File: src/rtl/addn_pipe.sv
// rtl/addn_pipe.sv - pipelined WIDTH-bit adder, STAGES carry-chained slices, valid/ready
// Optional change counter on the output stream: ADDN_PIPE_CHANGE_CNT_EN
module addn_pipe #(
   parameter int WIDTH  = 8,
   parameter int STAGES = 2
) (
   input  logic             clk,
   input  logic             rst_n,
   input  logic             in_valid,
   output logic             in_ready,
   input  logic [WIDTH-1:0] a,
   input  logic [WIDTH-1:0] b,
   input  logic             ci,
   output logic             out_valid,
   input  logic             out_ready,
   output logic [WIDTH-1:0] sum,
   output logic             co
`ifdef ADDN_PIPE_CHANGE_CNT_EN
   ,
   output logic [15:0]      chg_cnt
`endif
);

   localparam int SW = WIDTH / STAGES;

   logic [STAGES-1:0]            valid_q, valid_d;
   logic [STAGES-1:0]            carry_q, carry_d;
   logic [STAGES-1:0][WIDTH-1:0] a_q, a_d, b_q, b_d, s_q, s_d;
   logic                         stall;

   // Entry k of each chain is what stage k consumes; entry 0 is the input port.
   logic [STAGES:0]              v_chain, c_chain;
   logic [STAGES:0][WIDTH-1:0]   a_chain, b_chain, s_chain;
   logic [STAGES-1:0][SW:0]      slice;

   assign v_chain = {valid_q, in_valid};
   assign c_chain = {carry_q, ci};
   assign a_chain = {a_q, a};
   assign b_chain = {b_q, b};
   assign s_chain = {s_q, {WIDTH{1'b0}}};

   for (genvar g = 0; g < STAGES; g++) begin : g_slice
      assign slice[g] = {1'b0, a_chain[g][g*SW +: SW]}
                      + {1'b0, b_chain[g][g*SW +: SW]}
                      + (SW+1)'(c_chain[g]);
   end

   assign stall     = valid_q[STAGES-1] && !out_ready;
   assign in_ready  = !stall;
   assign out_valid = valid_q[STAGES-1];
   assign sum       = s_q[STAGES-1];
   assign co        = carry_q[STAGES-1];

   // Data registers load only behind a valid token, so bubbles never disturb held results.
   always_comb begin
      valid_d = valid_q;
      carry_d = carry_q;
      a_d     = a_q;
      b_d     = b_q;
      s_d     = s_q;
      if (!stall) begin
         for (int k = 0; k < STAGES; k++) begin
            valid_d[k] = v_chain[k];
            if (v_chain[k]) begin
               a_d[k]               = a_chain[k];
               b_d[k]               = b_chain[k];
               s_d[k]               = s_chain[k];
               s_d[k][k*SW +: SW]   = slice[k][SW-1:0];
               carry_d[k]           = slice[k][SW];
            end
         end
      end
   end

   always_ff @(posedge clk or negedge rst_n) begin
      if (!rst_n) begin
         valid_q <= '0;
         carry_q <= '0;
         a_q     <= '0;
         b_q     <= '0;
         s_q     <= '0;
      end else begin
         valid_q <= valid_d;
         carry_q <= carry_d;
         a_q     <= a_d;
         b_q     <= b_d;
         s_q     <= s_d;
      end
   end

   logic unused_tail;
   assign unused_tail = ^{a_chain[STAGES], b_chain[STAGES], s_chain[STAGES],
                          c_chain[STAGES], v_chain[STAGES]};

`ifdef ADDN_PIPE_CHANGE_CNT_EN
   logic [15:0]    cnt_q, cnt_d;
   logic [WIDTH:0] last_q, last_d;
   logic           seen_q, seen_d;

   // The first transfer after reset has no predecessor and always counts.
   always_comb begin
      cnt_d  = cnt_q;
      last_d = last_q;
      seen_d = seen_q;
      if (out_valid && out_ready) begin
         if (!seen_q || ({co, sum} != last_q)) begin
            cnt_d = cnt_q + 16'd1;
         end
         last_d = {co, sum};
         seen_d = 1'b1;
      end
   end

   always_ff @(posedge clk or negedge rst_n) begin
      if (!rst_n) begin
         cnt_q  <= '0;
         last_q <= '0;
         seen_q <= 1'b0;
      end else begin
         cnt_q  <= cnt_d;
         last_q <= last_d;
         seen_q <= seen_d;
      end
   end

   assign chg_cnt = cnt_q;
`endif

endmodule

File: config.mk
export PLATFORM = sky130hd
export DESIGN_NAME = addn_pipe
export DESIGN_NICKNAME = d
export VERILOG_FILES = /design/src/rtl/addn_pipe.sv
export SDC_FILE = /design/constraint.sdc
export NUM_CORES = 1
export LEC_CHECK = 0
export CORE_ASPECT_RATIO = 2
export CORE_UTILIZATION = 25
export DETAILED_ROUTE_END_ITERATION = 10
export PLACE_DENSITY = 0.46
export SYNTH_ARGS = -nofsm -noshare
export SYNTH_HDL_FRONTEND = slang
export SYNTH_SLANG_ARGS = --single-unit
File: constraint.sdc
create_clock -name clk -period 2.1 [get_ports clk]
set_input_delay 0.42 -clock clk [delete_from_list [all_inputs] [get_ports clk]]
set_output_delay 0.42 -clock clk [all_outputs]
set_load 0.02 [all_outputs]
# --- Yosys cells after proc, flatten, opt, wreduce, memory -nomap -nowiden ---
# Cells that the tools add are included.
totals:
  regBits: 32
  in_bits: 21
  out_inout_bits: 11
  elab_cells: 17
op_classes:
  add_sub_neg: 4
  n_bitwise: 1
  n_reduce_logical: 5
ops:
  columns: ["cell", "n"]
  rows:
  - ["adder 4 x 4 -> 5 bit", 2]
  - ["adder 5 x 1 -> 5 bit", 2]
  - ["AND reduction 2 bit", 2]
  - ["zero test 1 bit", 2]
  - ["logical AND 1 bit", 1]
  - ["NOT 1 bit", 1]

# --- Depth between registers and ports, before layout ---
logic_depth:
  word_depth: 4
  depth_mapped: 6
  depth_no_buf: 6

# --- Worst setup path before layout ---
# No wires, ideal clock.
synth_path:
  kind: "input to register"
  from: "input port a[0]"
  to: "register s_q (netlist bit s_chain[9])"
  setup_ns: 0.083
  arrival_ns: 1.442
  required_time_ns: 2.017
  setup_slack_ns: 0.575
  stages: 4
  n_path_buf: 0
  path_cell_list: "fa_1 -> inv_1 -> fa_1 -> o21ai_0"
synth_between:
  elab_chain_len: 2
synth_rtl:
  columns: ["item", "line", "source"]
  rows:
  - ["from (decl)", "11", "input logic [WIDTH-1:0] a,"]
  - ["adder 4 x 4 -> 5 bit", "44", "+ {1'b0, b_chain[g][g*SW +: SW]}"]
  - ["adder 5 x 1 -> 5 bit", "45", "+ (SW+1)'(c_chain[g]);"]
  - ["to (signal assigned)", "81", "s_q <= '0;"]
  - ["to (signal assigned)", "87", "s_q <= s_d;"]
  - ["to (decl)", "28", "logic [STAGES-1:0][WIDTH-1:0] a_q, a_d, b_q, b_d, s_q, s_d;"]
# No other way between the ends.
# A chain may end at the register's enable or synchronous reset.

# --- Final worst setup path ---
layout_path:
  from: "input port out_ready"
  to: "output port in_ready"
layout_between:
  elab_chain_len: 3
layout_rtl:
  columns: ["item", "line", "source"]
  rows:
  - ["from (decl)", "15", "input logic out_ready,"]
  - ["zero test 1 bit", "48", "assign stall = valid_q[STAGES-1] && !out_ready;"]
  - ["logical AND 1 bit", "48", null]
  - ["zero test 1 bit", null, null]
  - ["to (decl)", "10", "output logic in_ready,"]
# No other way between the ends.

==> impl_metrics.csv <==
group,metric,value,unit
placement,dpl_worst_slack,0.04370,ns
power_and_ir_drop,switchingPower,0.5071,mW
final_layout,stdcell_area,1664,sq um
power_and_ir_drop,intPower,1.113,mW
power_and_ir_drop,power.density,973.7,nW/um^2
logic_synthesis,syn_area,1287,sq um
clocking,htree_levels,1,
drt,drtIter0Drc,7,
setup_path,reg2reg_slack,0.54,ns
clocking,cts_num_sinks,24,
placement,place_area,1609,sq um
power_and_ir_drop,seq_power_share,41.3,%
power_and_ir_drop,switching_share,31.29,%
logic_synthesis,ys_warn_count,0,
setup_path,crit_arrival,1.63,ns
power_and_ir_drop,combPwrFrac,39.7,%
logic_synthesis,yosys-top-cells-area,"dfrtp_1 47%, mux2_2 7.0%, mux2_4 7.0%",
worst_hold_path,min-delay-path-class,"in -> async",
final_layout,drive_gt1_share,18.94,%
sta,fin_ws,0.04748,ns
setup_path,cp.required,1.68,ns
sta,final_max_slew_viol_count,0,
final_layout,layout_common_cells,"31 x clkdlybuf4s50_1, 24 x dfrtp_1, 13 x o21ai_0, 8 x inv_1, 8 x mux2_2",
setup_path,worstRegToRegCells,4,
drt,drtPass1Iterations,4,
final_layout,final_common_cell,"clkdlybuf4s50_1",
placement,io_buffers,31,
setup_path,critPathSlowestCell,"clkdlybuf4s50_1",
drt,postRouteAntennaNets,0,
logic_synthesis,synth.largest_area_cell,"dfrtp_1",
global_routing,grt_usage,9.518,%
setup_path,r2r-start,"carry_q[0]$_DFFE_PN0P_",
placement,gp_congestion,0.7114,
logic_synthesis,syn-instance-count,104,
floorplan,fp.dieH,103.5,um
clocking,numCtsBuffers,3,
sta,finalHoldViolCount,0,
power_and_ir_drop,finalPower,1.620,mW
sta,finClkSkew,0.006637,ns
global_routing,grt-ovfl-total,0,
setup_path,cp_common_cell,"clkdlybuf4s50_1",
global_routing,grt_pass1_wl,3.884,mm
floorplan,num_rows,36,
placement,dpl.hpwl,1.797,mm
floorplan,fp.dieArea,5459,sq um
final_layout,syn2layout_area_growth,29.25,%
run,drv_cap,0,
sta,relSlewSlack,79.40,%
floorplan,core_area,4910,sq um
setup_path,worstPathCellList,"clkdlybuf4s50_1 -> nor2b_4 -> inv_8 -> clkdlybuf4s50_1",
sta,fin_tns_setup,0,ns
final_layout,final_util,33.89,%
power_and_ir_drop,vdd_drop_max,0.3407,mV
clocking,cts.clk_slew.worst_paths,0.09,ns
sta,rsz0062_at_grt,"false",
logic_synthesis,syn_nets,135,
clocking,clockRootBuffer,"clkbuf_8",
final_layout,fill_cells,491,
setup_path,cp_slowest_stage_delay,0.59,ns
sta,finalSetupViolations,0,
setup_path,end_kind,"output port",
global_routing,grt_pass1_vias,883,
logic_synthesis,synth_top_area_share,46.65,%
placement,dp.cells,185,
sta,holdWs,0.5071,ns
clocking,cts_hold_buf,0,
sta,period_share,97.74,%
power_and_ir_drop,p_leak,0.7398,nW
drt,drc,0,
logic_synthesis,synth_cell_types,22,
clocking,clk_path_buf_depth,2,
setup_path,crit_fanout,2,
setup_path,timing.rr.end,"sum[5]$_DFFE_PN0P_",
final_layout,finalNetCount,164,
clocking,ctsResizeCount,0,
clocking,clock_latency,0.26,ns
drt,vias,823,
sta,fin_crit,2.053,ns
logic_synthesis,ys_ff_latch,24,
clocking,postCtsSetupRepairBufs,0,
logic_synthesis,avgSynthCellArea,12.38,sq um
run_status,outcome,"finished, final reports clean",
final_layout,num_antenna_cells,0,
power_and_ir_drop,clock_power_share,19.0,%
drt,avgRoutedWirePerCell,11.61,um
final_layout,final_cells,189,
clocking,cts_tree,"done",
setup_path,crit_path_start,"out_ready",
global_routing,grt_max_degree,25,
drt,vias_per_cell,4.354,
sta,max_freq,487.2,MHz
drt,routed_wirelength,2.194,mm
sta,tightest_slew,0.3089,ns
logic_synthesis,synth_seq_area_share,46.65,%
floorplan,boundaryPins,32,
setup_path,critical_path_class,"in -> out",
floorplan,start_util,26.22,%
floorplan,die_width,52.75,um
setup_path,cp-start-kind,"input port",
global_routing,antenna_found_initial,0,
==> cells in the mapped netlist <==
master / count
dfrtp_1: 24
o21ai_0: 13
buf_4: 8
inv_1: 8
mux2_2: 8
a21oi_1: 6
ha_1: 6
mux2_4: 6
fa_1: 4
a21boi_0: 2
and3b_1: 2
buf_6: 2
nand3_1: 2
nor2b_1: 2
nor3_1: 2
o31ai_1: 2
xor2_1: 2
inv_8: 1
nand2_1: 1
nand2_2: 1
nand2_4: 1
nor2b_4: 1
==> kinds of logic (layout without fill, tap and decap cells) <==
| kind of cell | Yosys count | after routing | share of synthesized area [%] |
|---|---|---|---|
| fa+ha+maj | 10 | 10 | 12.05 |
| mux | 14 | 14 | 13.99 |
| flops | 24 | 24 | 46.65 |
| buf+inv | 19 | 47 | 9.621 |
| compound gates | 23 | 23 | 9.717 |
| xor+xnor | 2 | 2 | 1.361 |
| simple gates | 12 | 12 | 6.608 |
==> critical path, delay by kind of cell <==
family	cells	cell delay (ns)
and+or+nand+nor	1	0.07
buffers and inverters	3	1.14
==> flip-flops by register name, indices dropped and copies added, names as in the netlist <==
name / count
b_chain: 4
a_chain: 4
sum: 8
valid_q: 2
s_chain: 4
carry_q: 2
==> layer usage <==
layer  share of wire [%]  vias up  GRT usage, %  routed length (um)
met4                 2.0        0         5.466                  44
met3                 4.6        4        0.8772                 100
li1                    -      406             -                   -
met1                  41      391         11.09                 899
met2                  52       22         16.46                1148
met5                   0        -             0                   0
==> power groups by stage <==
| stage | sequential [mW] | clock (mW) | combinational (mW) |
|---|---|---|---|
| 2_1_floorplan | 0.673 | 0 | 0.476 |
| 3_3_place_gp | 0.678 | 0 | 0.646 |
| 3_5_place_dp | 0.682 | 0 | 0.654 |
| 4_1_cts | 0.672 | 0.323 | 0.656 |
| 5_1_grt | 0.688 | 0.336 | 0.712 |
| 6_report | 0.669 | 0.308 | 0.643 |
==> layout make-up <==
type / count / area, sq um / area share (%)
inverters: 9 / 41.29 / 2.481
well taps: 57 / 71.32 / 4.286
multi-input cells: 61 / 563.0 / 33.83
repair buffers: 34 / 332.8 / 20.00
flip-flops and latches: 24 / 600.6 / 36.09
clock buffers: 4 / 55.05 / 3.308
==> worst max-delay path by stage <==
stage	depth (start not counted)	to
detailed placement	7	carry_q[0]$_DFFE_PN0P_
global route	4	in_ready
floorplan	4	s_chain[9]$_DFFE_PN0P_
CTS	4	in_ready
global placement	4	in_ready
finish	4	in_ready
Power figures use the tool's default switching activity.
